<file path="config.mk">
export PLATFORM = sky130hd
export DESIGN_NAME = dmem_arbiter
export DESIGN_NICKNAME = d
export VERILOG_FILES = /design/src/rtl/dmem_arbiter_pkg.sv /design/src/rtl/dmem_arbiter_rr_arbiter2.sv /design/src/rtl/dmem_arbiter.sv
export SDC_FILE = /design/constraint.sdc
export NUM_CORES = 1
export LEC_CHECK = 0
export BUFFER_PORTS_ARGS = -buffer_cell sky130_fd_sc_hd__clkbuf_2
export CORE_AREA = 2 2 117 119
export DETAILED_ROUTE_END_ITERATION = 7
export DIE_AREA = 0 0 119 121
export GPL_TIMING_DRIVEN = 0
export PLACE_DENSITY = 0.65
export RECOVER_POWER = 50
export SYNTH_ARGS = -nofsm -noshare
export SYNTH_HDL_FRONTEND = slang
export SYNTH_SLANG_ARGS = --single-unit
</file>
<file path="constraint.sdc">
create_clock -name clk -period 2.8 [get_ports clk]
set_input_delay 0.56 -clock clk [delete_from_list [all_inputs] [get_ports clk]]
set_output_delay 0.56 -clock clk [all_outputs]
set_load 0.01 [all_outputs]
</file>
<file path="src/rtl/dmem_arbiter_pkg.sv">
`default_nettype none
// +----------------------------------------------------------------------+
// | Module  : dmem_pkg                                                   |
// | Purpose : Shared types and helpers for the data-memory arbiter.      |
// | Revision: 1.0 - initial release                                      |
// +----------------------------------------------------------------------+
package dmem_pkg;

  // Top-level controller states; CLEAR exists only with the sweep feature.
  typedef enum logic [0:0] {
    ARB   = 1'b0,
    CLEAR = 1'b1
  } arb_state_t;

  // Identity of a requester, used to remember who was granted last.
  typedef enum logic [0:0] {
    REQ_A = 1'b0,
    REQ_B = 1'b1
  } requester_id_t;

  // Width of a counter that indexes every memory word.
  function automatic int addr_width(input int capacity);
    return (capacity > 1) ? $clog2(capacity) : 1;
  endfunction

endpackage
`default_nettype wire

</file>
<file path="src/rtl/dmem_arbiter_rr_arbiter2.sv">
`default_nettype none
// +----------------------------------------------------------------------+
// | Module  : rr_arbiter2                                                |
// | Purpose : Two-way round-robin grant with its last-winner register.   |
// |           i_arb_en gates both the grant and the history update.      |
// | Revision: 1.0 - initial release                                      |
// +----------------------------------------------------------------------+
module rr_arbiter2
  import dmem_pkg::*;
(
  input  logic clk,
  input  logic reset,
  input  logic i_arb_en,
  input  logic i_valid_a,
  input  logic i_valid_b,
  output logic o_grant_a,
  output logic o_grant_b
);

  requester_id_t r_rr_last;

  // Grant: a lone requester wins; on contention the one not served last wins.
  always_comb begin
    o_grant_a = 1'b0;
    o_grant_b = 1'b0;
    if (i_arb_en) begin
      if (i_valid_a && i_valid_b) begin
        o_grant_a = (r_rr_last == REQ_B);
        o_grant_b = (r_rr_last == REQ_A);
      end else begin
        o_grant_a = i_valid_a;
        o_grant_b = i_valid_b;
      end
    end
  end

  // History only moves when someone is actually granted.
  always_ff @(posedge clk or posedge reset) begin
    if (reset) begin
      r_rr_last <= REQ_B;
    end else if (o_grant_a) begin
      r_rr_last <= REQ_A;
    end else if (o_grant_b) begin
      r_rr_last <= REQ_B;
    end
  end

endmodule
`default_nettype wire

</file>
<file path="src/rtl/dmem_arbiter.sv">
`default_nettype none
// +----------------------------------------------------------------------+
// | Module  : dmem_arbiter                                               |
// | Purpose : Round-robin arbiter placing two requesters (A: core,       |
// |           B: debug/DMA) onto one single-port data memory, with a     |
// |           registered one-cycle response per accepted transaction.    |
// |           Define DMEM_ARB_CLEAR_EN to add the memory clear sweep     |
// |           (clear_start / clear_busy ports).                          |
// | Revision: 1.0 - initial release                                      |
// +----------------------------------------------------------------------+
module dmem_arbiter
  import dmem_pkg::*;
#(
  parameter int DATA_WIDTH    = 32,
  parameter int DATA_CAPACITY = 16
) (
  input  logic                  clk,
  input  logic                  reset,
  input  logic                  a_req_valid,
  output logic                  a_req_ready,
  input  logic                  a_req_write,
  input  logic [DATA_WIDTH-1:0] a_req_addr,
  input  logic [DATA_WIDTH-1:0] a_req_wdata,
  output logic                  a_resp_valid,
  output logic [DATA_WIDTH-1:0] a_resp_rdata,
  input  logic                  b_req_valid,
  output logic                  b_req_ready,
  input  logic                  b_req_write,
  input  logic [DATA_WIDTH-1:0] b_req_addr,
  input  logic [DATA_WIDTH-1:0] b_req_wdata,
  output logic                  b_resp_valid,
  output logic [DATA_WIDTH-1:0] b_resp_rdata,
  output logic                  mem_write_enable,
  output logic [DATA_WIDTH-1:0] mem_address,
  output logic [DATA_WIDTH-1:0] mem_write_data,
  input  logic [DATA_WIDTH-1:0] mem_read_data
`ifdef DMEM_ARB_CLEAR_EN
  ,
  input  logic                  clear_start,
  output logic                  clear_busy
`endif
);

  localparam logic [DATA_WIDTH-1:0] c_CAPACITY = DATA_WIDTH'(DATA_CAPACITY);

  logic                  w_arb_en;
  logic                  w_grant_a;
  logic                  w_grant_b;
  logic                  w_sel_write;
  logic [DATA_WIDTH-1:0] w_sel_addr;
  logic [DATA_WIDTH-1:0] w_sel_wdata;
  logic                  w_sel_in_range;
  logic [DATA_WIDTH-1:0] w_rdata;

  logic                  r_a_resp_valid;
  logic [DATA_WIDTH-1:0] r_a_resp_rdata;
  logic                  r_b_resp_valid;
  logic [DATA_WIDTH-1:0] r_b_resp_rdata;

`ifdef DMEM_ARB_CLEAR_EN
  localparam int c_ADDR_W = addr_width(DATA_CAPACITY);

  arb_state_t            r_state;
  arb_state_t            w_state_nxt;
  logic [c_ADDR_W-1:0]   r_clr_cnt;
  logic                  w_clr_last;

  assign w_clr_last = (r_clr_cnt == c_ADDR_W'(DATA_CAPACITY - 1));
  assign clear_busy = (r_state == CLEAR);

  // State register and sweep counter; the counter rewinds on the last word.
  always_ff @(posedge clk or posedge reset) begin
    if (reset) begin
      r_state   <= ARB;
      r_clr_cnt <= '0;
    end else begin
      r_state <= w_state_nxt;
      if (r_state == CLEAR) begin
        r_clr_cnt <= w_clr_last ? '0 : r_clr_cnt + 1'b1;
      end
    end
  end

  // Next state; clear_start pre-empts arbitration in the cycle it is seen.
  always_comb begin
    w_state_nxt = r_state;
    w_arb_en    = 1'b0;
    case (r_state)
      ARB: begin
        if (clear_start) begin
          w_state_nxt = CLEAR;
        end else begin
          w_arb_en = 1'b1;
        end
      end
      CLEAR: begin
        if (w_clr_last) begin
          w_state_nxt = ARB;
        end
      end
      default: w_state_nxt = ARB;
    endcase
  end
`else
  assign w_arb_en = 1'b1;
`endif

  rr_arbiter2 u_rr (
    .clk       (clk),
    .reset     (reset),
    .i_arb_en  (w_arb_en),
    .i_valid_a (a_req_valid),
    .i_valid_b (b_req_valid),
    .o_grant_a (w_grant_a),
    .o_grant_b (w_grant_b)
  );

  assign a_req_ready    = w_grant_a;
  assign b_req_ready    = w_grant_b;
  assign w_sel_write    = w_grant_b ? b_req_write : a_req_write;
  assign w_sel_addr     = w_grant_b ? b_req_addr  : a_req_addr;
  assign w_sel_wdata    = w_grant_b ? b_req_wdata : a_req_wdata;
  assign w_sel_in_range = (w_sel_addr < c_CAPACITY);
  // Writes and out-of-range reads both answer with zero.
  assign w_rdata        = (!w_sel_write && w_sel_in_range) ? mem_read_data : '0;

  // Memory port: sweep writes, granted requester, or an idle all-zero bus.
  always_comb begin
    mem_write_enable = 1'b0;
    mem_address      = '0;
    mem_write_data   = '0;
`ifdef DMEM_ARB_CLEAR_EN
    if (r_state == CLEAR) begin
      mem_write_enable = 1'b1;
      mem_address      = DATA_WIDTH'(r_clr_cnt);
    end else
`endif
    if (w_grant_a || w_grant_b) begin
      mem_address      = w_sel_addr;
      mem_write_data   = w_sel_wdata;
      mem_write_enable = w_sel_write && w_sel_in_range;
    end
  end

  // Response registers: one pulse per transfer, read data captured at accept.
  always_ff @(posedge clk or posedge reset) begin
    if (reset) begin
      r_a_resp_valid <= 1'b0;
      r_a_resp_rdata <= '0;
      r_b_resp_valid <= 1'b0;
      r_b_resp_rdata <= '0;
    end else begin
      r_a_resp_valid <= w_grant_a;
      r_b_resp_valid <= w_grant_b;
      if (w_grant_a) begin
        r_a_resp_rdata <= w_rdata;
      end
      if (w_grant_b) begin
        r_b_resp_rdata <= w_rdata;
      end
    end
  end

  assign a_resp_valid = r_a_resp_valid;
  assign a_resp_rdata = r_a_resp_rdata;
  assign b_resp_valid = r_b_resp_valid;
  assign b_resp_rdata = r_b_resp_rdata;

endmodule
`default_nettype wire

</file>
==> impl_metrics.toml, run 1 <==
[outcome]
run_status = "finished clean"

[timing]
max-slew-margin-rel_pct = 7.56
timing_max_transition_violations_final = 0
worst-slew-pin-transition_ps = 1380
fin_skew_ps = 3.50
setup_violations = 0
hold_slack_ps = 463
fmax_mhz = 373
layout_min_cycle_time_ps = 2680
rsz0062_at_grt = "no"
report.final.hold_viol_count = 0
final_tns_setup_ps = 0
post-route-period-util_pct = 95.7

[floorplanning]
start_util_pct = 26.3
placement_rows = 42
floorplan.die.height_um = 121
design.die.area_mm2 = 0.0144
num_io_pins = 299
core_region_area_mm2 = 0.0131
die_width_um = 119

[logic_synthesis]
adder_cell_fraction_of_synth_area_pct = 0
largest_family_of_logic_cells_by_synthesized_area = "simple AND/OR/NAND/NOR gates"
parity_gate_share_of_the_synthesized_area_counting_xor_and_xnor_cells_pct = 0
postSynthNetCount = 557
syn_inst = 391
yosys.area_share.simple_pct = 24.4
synthMuxAreaShare_pct = 0
synth.yosys.seq_area_share_pct = 48.8
yosysWarningCount = 0
synth.ff_latch_count = 67
syn_area_per_cell_um2 = 8.80
synth-compound-area-share_pct = 22.0
netlist_area_mm2 = 0.00344
synth.distinct_cells = 26

[worst_setup_path]
critical_path_required_ps = 2240
path_cells = "nand2_1, nand2_4, clkbuf_4, buf_2, nand2_1, a21oi_1, clkbuf_2"
start_kind = "register"
critical_path.top_delay_family = "buffers and inverters"
critical_path_arrival_ps = 2120
critical_path.endpoint_type = "output pin"
path_buf_inv = 3
setup.worst_path.class = "register to output pin"
worst-path-max-fanout = 10
critical_path_s_most_frequent_cell = "nand2_1"
critical-path-max-stage-delay_ps = 540
crit_slowest_cell = "dfstp_1"

[grt]
track_usage_pct = 19.3
gr-total-overflow = 0
grt_max_degree = 68
via_count_of_the_first_global_routing_pass = 3810
grt_antenna_before_repair = 1
wire_length_of_the_first_global_routing_pass_um = 21700

[final_layout]
final_net_count = 866
final_core_occ_pct = 41.0
final_common_cell = "clkbuf_2"
multiInputGateArea_mm2 = 0.00160
final-instance-count-excl-fill = 880
layout-drive-gt1-share_pct = 38.3
synthToLayoutAreaGrowth_pct = 55.9
fill_cells = 1410
most_frequent_cells_in_the_layout = "clkbuf_2 (238), nand2_1 (131), clkbuf_1 (82)"
area.sequential_mm2 = 0.00168

[cts]
ctsRootBufferMaster = "clkbuf_16"
clock_slew_at_the_register_clock_pins_of_the_worst_setup_and_hold_paths_ps = 50
cts_htree_levels = 3
clkSinkCount = 67
worstSkewPairLatency_ps = 330
number_of_cts_inserted_buffers = 9
post-cts-setup-buffer-count = 0
ctsLongestPathBuffers = 2
tritoncts = "yes"

[detailed_routing]
drt-vias-per-instance = 4.77
final_antenna_net_count = 0
route.detailed.wl_per_inst_um = 16.7
drc_errors = 0
totalWireLength_um = 14700
drt_pass1_iterations = 5
vias = 4195
drt_first_iter_violations = 251

[pwr]
power_density_mw_per_mm2 = 477
pwr_total_mw = 2.56
vdd.ir_drop.worst_v = 0.000343
static_leak_nw = 2.94

[placement]
gp_congestion = 0.915
buffer_ports.inserted = 298
place.detailed.instances = 865
post-dp-hpwl_um = 11800

[run]
max-cap-violations = 0

[min_path]
min-delay-path-class = "primary input to register"
## worst register-to-register path, cell delays in order, from the launching register on
cell,delay [ps]
dfstp_1,540
nand2_1,110
nand2_4,150
nand4_1,190
a2111oi_4,670
buf_6,240
a22o_1,140
## cells in the mapped netlist
cell type | number | area (um^2)
a2111oi_4 | 1 | 27.5
a211oi_1 | 1 | 7.51
a21oi_1 | 28 | 140
a22o_1 | 64 | 561
a32oi_1 | 1 | 8.76
and4_1 | 2 | 17.5
buf_1 | 5 | 18.8
buf_2 | 4 | 20.0
buf_6 | 3 | 33.8
clkbuf_1 | 21 | 78.8
dfrtp_1 | 66 | 1650
dfstp_2 | 1 | 26.3
inv_1 | 3 | 11.3
inv_2 | 1 | 3.75
nand2_1 | 132 | 495
nand3_1 | 36 | 180
nand3_4 | 1 | 17.5
nand4_1 | 1 | 6.26
nor2_1 | 2 | 7.51
nor2_4 | 1 | 11.3
nor3_1 | 1 | 5.00
nor4_1 | 11 | 68.8
o21a_1 | 1 | 7.51
o21ai_1 | 1 | 5.00
or4_1 | 1 | 7.51
or4_4 | 2 | 22.5
## cells by family after synthesis
family,Yosys count
simple gates,190
compound gates,97
flops,67
buf+inv,37
## layout make-up
cell class | count | area share [%]
Tap cell | 176 | 4.11
Clock inverter | 2 | 0.233
Inverter | 4 | 0.280
Multi-Input combinational cell | 287 | 29.9
Timing Repair Buffer | 298 | 26.3
Antenna cell | 1 | 0.0467
Buffer | 33 | 3.08
Sequential cell | 67 | 31.3
Clock buffer | 12 | 4.78
## power breakdown
group          switching [mW]  leakage, nW  internal (mW)
combinational           0.341         1.88          0.212
sequential            0.00211        0.929          0.975
clock                   0.392        0.131          0.636
total                   0.736         2.94           1.82
## state kept, by name (all words and copies together), names as in the netlist
signal	cells
a_resp_rdata	32
b_resp_valid	1
b_resp_rdata	32
u_rr.r_rr_last	1
a_resp_valid	1
## path summary, 6_finish.rpt
kind | start | to | slack, ps | depth (start not counted)
min in group asynchronous | reset | b_resp_rdata[9] | 610 | 2
hold / removal | mem_read_data[15] | a_resp_rdata[15] | 460 | 2
setup / recovery | u_rr.r_rr_last | mem_address[19] | 120 | 7
max in group asynchronous | reset | a_resp_rdata[27] | 1350 | 2
setup reg to reg | u_rr.r_rr_last | a_resp_rdata[24] | 700 | 6
hold reg to reg | b_resp_rdata[12] | b_resp_rdata[12] | 500 | 1
## metrics by stage
step / worst slack [ps] / instance area [um^2]
CTS: 24.5 / 5440
global placement: -317 / 5150
floorplan: 526 / 3440
global route: 20.6 / 5360
finish: 121 / 5360
detailed placement: -356 / 5150
## per-layer routing
layer,track usage (%),vias up,wire (um)
li1,-,2016,-
met1,24.8,1970,6240
met2,31.3,187,7070
met3,5.12,22,995
met4,7.07,0,365
met5,0,-,0
## what timing repair did
action                                 in CTS  in global routing
setup endpoints to repair                  42                 34
endpoints found under the hold margin       0                  0
hold buffers                                0                  0
resized for setup                           7                  8
(Power assumes the default switching activity.)
==> run 2, diff against run 1 <==
Settings changed: RECOVER_POWER 50 to 25.
==> run 2 against run 1 <==
  * Via count increased by 0.36%
  * First-iteration DRC count increased by 6.4%
  * Highest routed layer unchanged
  * Core utilization increased by 0.62 points
  * Final cell count unchanged
  * Maximum frequency about the same
  * Critical path type unchanged
==> impl_metrics.toml, run 2 (synthesis gave the netlist of run 1 again) <==
[worst_setup_path]
worst-path-max-fanout = 10
rr_endpoint = "a_resp_rdata[24]"
worst_setup_path_endpoint = "mem_address[17]"
critical_path_s_most_frequent_cell = "nand2_1"
critical-path-max-stage-delay_ps = 540
setup.worst_path.class = "register to output pin"
path_depth = 7
worstSetupStartpoint = "u_rr.r_rr_last"
timing.rr.start = "u_rr.r_rr_last"
path_buf_inv = 3
setup.reg_to_reg.worst_slack_ps = 700
critical_path_arrival_ps = 2120
critical_path.endpoint_type = "output pin"
critical_path_required_ps = 2240
critical_path.top_delay_family = "buffers and inverters"
worst_r2r_path_depth = 6
path_cells = "nand2_1, nand2_4, clkbuf_4, buf_2, nand2_1, a21oi_1, clkbuf_2"
crit_slowest_cell = "dfstp_1"
start_kind = "register"

[final_layout]
synthToLayoutAreaGrowth_pct = 58.2
most_frequent_cells_in_the_layout = "clkbuf_2 (303), nand2_1 (131), dfrtp_1 (66)"
final_common_cell = "clkbuf_2"
final_net_count = 866
layout-drive-gt1-share_pct = 47.5
final_design_area_no_fill_mm2 = 0.00544

[floorplanning]
num_io_pins = 299
core_region_area_mm2 = 0.0131
die_width_um = 119
floorplan.die.height_um = 121
design.die.area_mm2 = 0.0144
start_util_pct = 26.3
placement_rows = 42

[detailed_routing]
vias = 4210
drt_first_iter_violations = 267
route.detailed.wl_per_inst_um = 16.6
drt_pass1_iterations = 7
final_antenna_net_count = 0
drt-vias-per-instance = 4.78
totalWireLength_um = 14600
drc_errors = 0

[pwr]
static_leak_nw = 3.17
power_density_mw_per_mm2 = 469
pwr_total_mw = 2.55
vdd.ir_drop.worst_v = 0.000340

[grt]
wire_length_of_the_first_global_routing_pass_um = 21700
busiest_layer = "met2"
grtUsageMet3_pct = 5.12
via_count_of_the_first_global_routing_pass = 3810
gr-total-overflow = 0
track_usage_pct = 19.3
grt_antenna_before_repair = 1
grt_util_met1_pct = 24.8
grt_max_degree = 68
groute.layer.met2.usage_pct = 31.3

[cts]
number_of_cts_inserted_buffers = 9
clock_slew_at_the_register_clock_pins_of_the_worst_setup_and_hold_paths_ps = 50
hold_buffers = 0
ctsRootBufferMaster = "clkbuf_16"
clkSinkCount = 67
tritoncts = "yes"
worstSkewPairLatency_ps = 320
post-cts-setup-buffer-count = 0
ctsLongestPathBuffers = 2
cts_htree_levels = 3

[placement]
gp_congestion = 0.915
post-dp-hpwl_um = 11800
buffer_ports.inserted = 298
postPlaceCellArea_mm2 = 0.00515

[timing]
layout_min_cycle_time_ps = 2680
timing_max_transition_violations_final = 0
fin_skew_ps = 2.71
setup_violations = 0
post-route-period-util_pct = 95.7
rsz0062_at_grt = "no"
worst-slew-pin-transition_ps = 1380
fmax_mhz = 373
max-slew-margin-rel_pct = 7.90
report.final.hold_viol_count = 0

[run]
max-cap-violations = 0

[outcome]
run_status = "finished clean"

[min_path]
min-delay-path-class = "primary input to register"
run 2: cell types whose count changed in the layout (fill, tap and decap cells not counted):
cell and change:
clkbuf_1 -65, clkbuf_2 +65
run 2: power breakdown:
group	total, mW	switching, mW	internal [mW]
Sequential	0.977	0.00222	0.975
Combinational	0.554	0.342	0.212
Clock	1.02	0.384	0.635
run 2: worst min path at each step:
stage,start,endpoint,slack [ps],cells past startpoint
after global routing,mem_read_data[13],b_resp_rdata[13],470,2
after global placement,b_resp_rdata[8],b_resp_rdata[8],490,1
final,mem_read_data[15],a_resp_rdata[15],470,2
after detailed placement,b_resp_rdata[11],b_resp_rdata[11],490,1
after CTS,reset,b_resp_rdata[12],420,2
after floorplan,u_rr.r_rr_last,u_rr.r_rr_last,510,1
run 2: final cells by class:
type,count,area (um^2)
inverters,4,15.0
clock buffers,12,256
fillers,1383,7640
repair buffers,298,1490
plain buffers,33,165
multi-input cells,287,1600
clock inverters,2,12.5
flip-flops and latches,67,1680
diodes,1,2.50
well taps,176,220
run 2: per-stage QoR:
step | utilization [%] | instances | hold slack (ps) | setup TNS [ps] | worst slack (ps)
4_1_cts | 41.5 | 879 | 417 | 0 | 24.5
2_1_floorplan | - | 391 | 513 | 0 | 526
6_report | 41.6 | 880 | 465 | 0 | 120
3_5_place_dp | 39.4 | 865 | 491 | -9500 | -356
5_1_grt | 41.6 | 880 | 466 | 0 | 20.6
3_3_place_gp | 39.4 | 865 | 489 | -26410 | -317
run 2: what timing repair did:
item,CTS,global route
gates cloned,0,0
endpoints found under the setup margin,42,34
gates resized for setup,7,8
run 2: worst reg2reg max path, cell delays in order, from the launching register on:
cell	delay, ps
dfstp_1	540
nand2_1	110
nand2_4	150
nand4_1	190
a2111oi_4	670
buf_6	240
a22o_1	140
run 2: per-layer routing:
layer | share of wire [%] | vias up | wire [um]
li1 | - | 2013 | -
met1 | 42 | 1962 | 6110
met2 | 49 | 217 | 7120
met3 | 7.4 | 18 | 1080
met4 | 2.3 | 0 | 332
met5 | 0 | - | 0
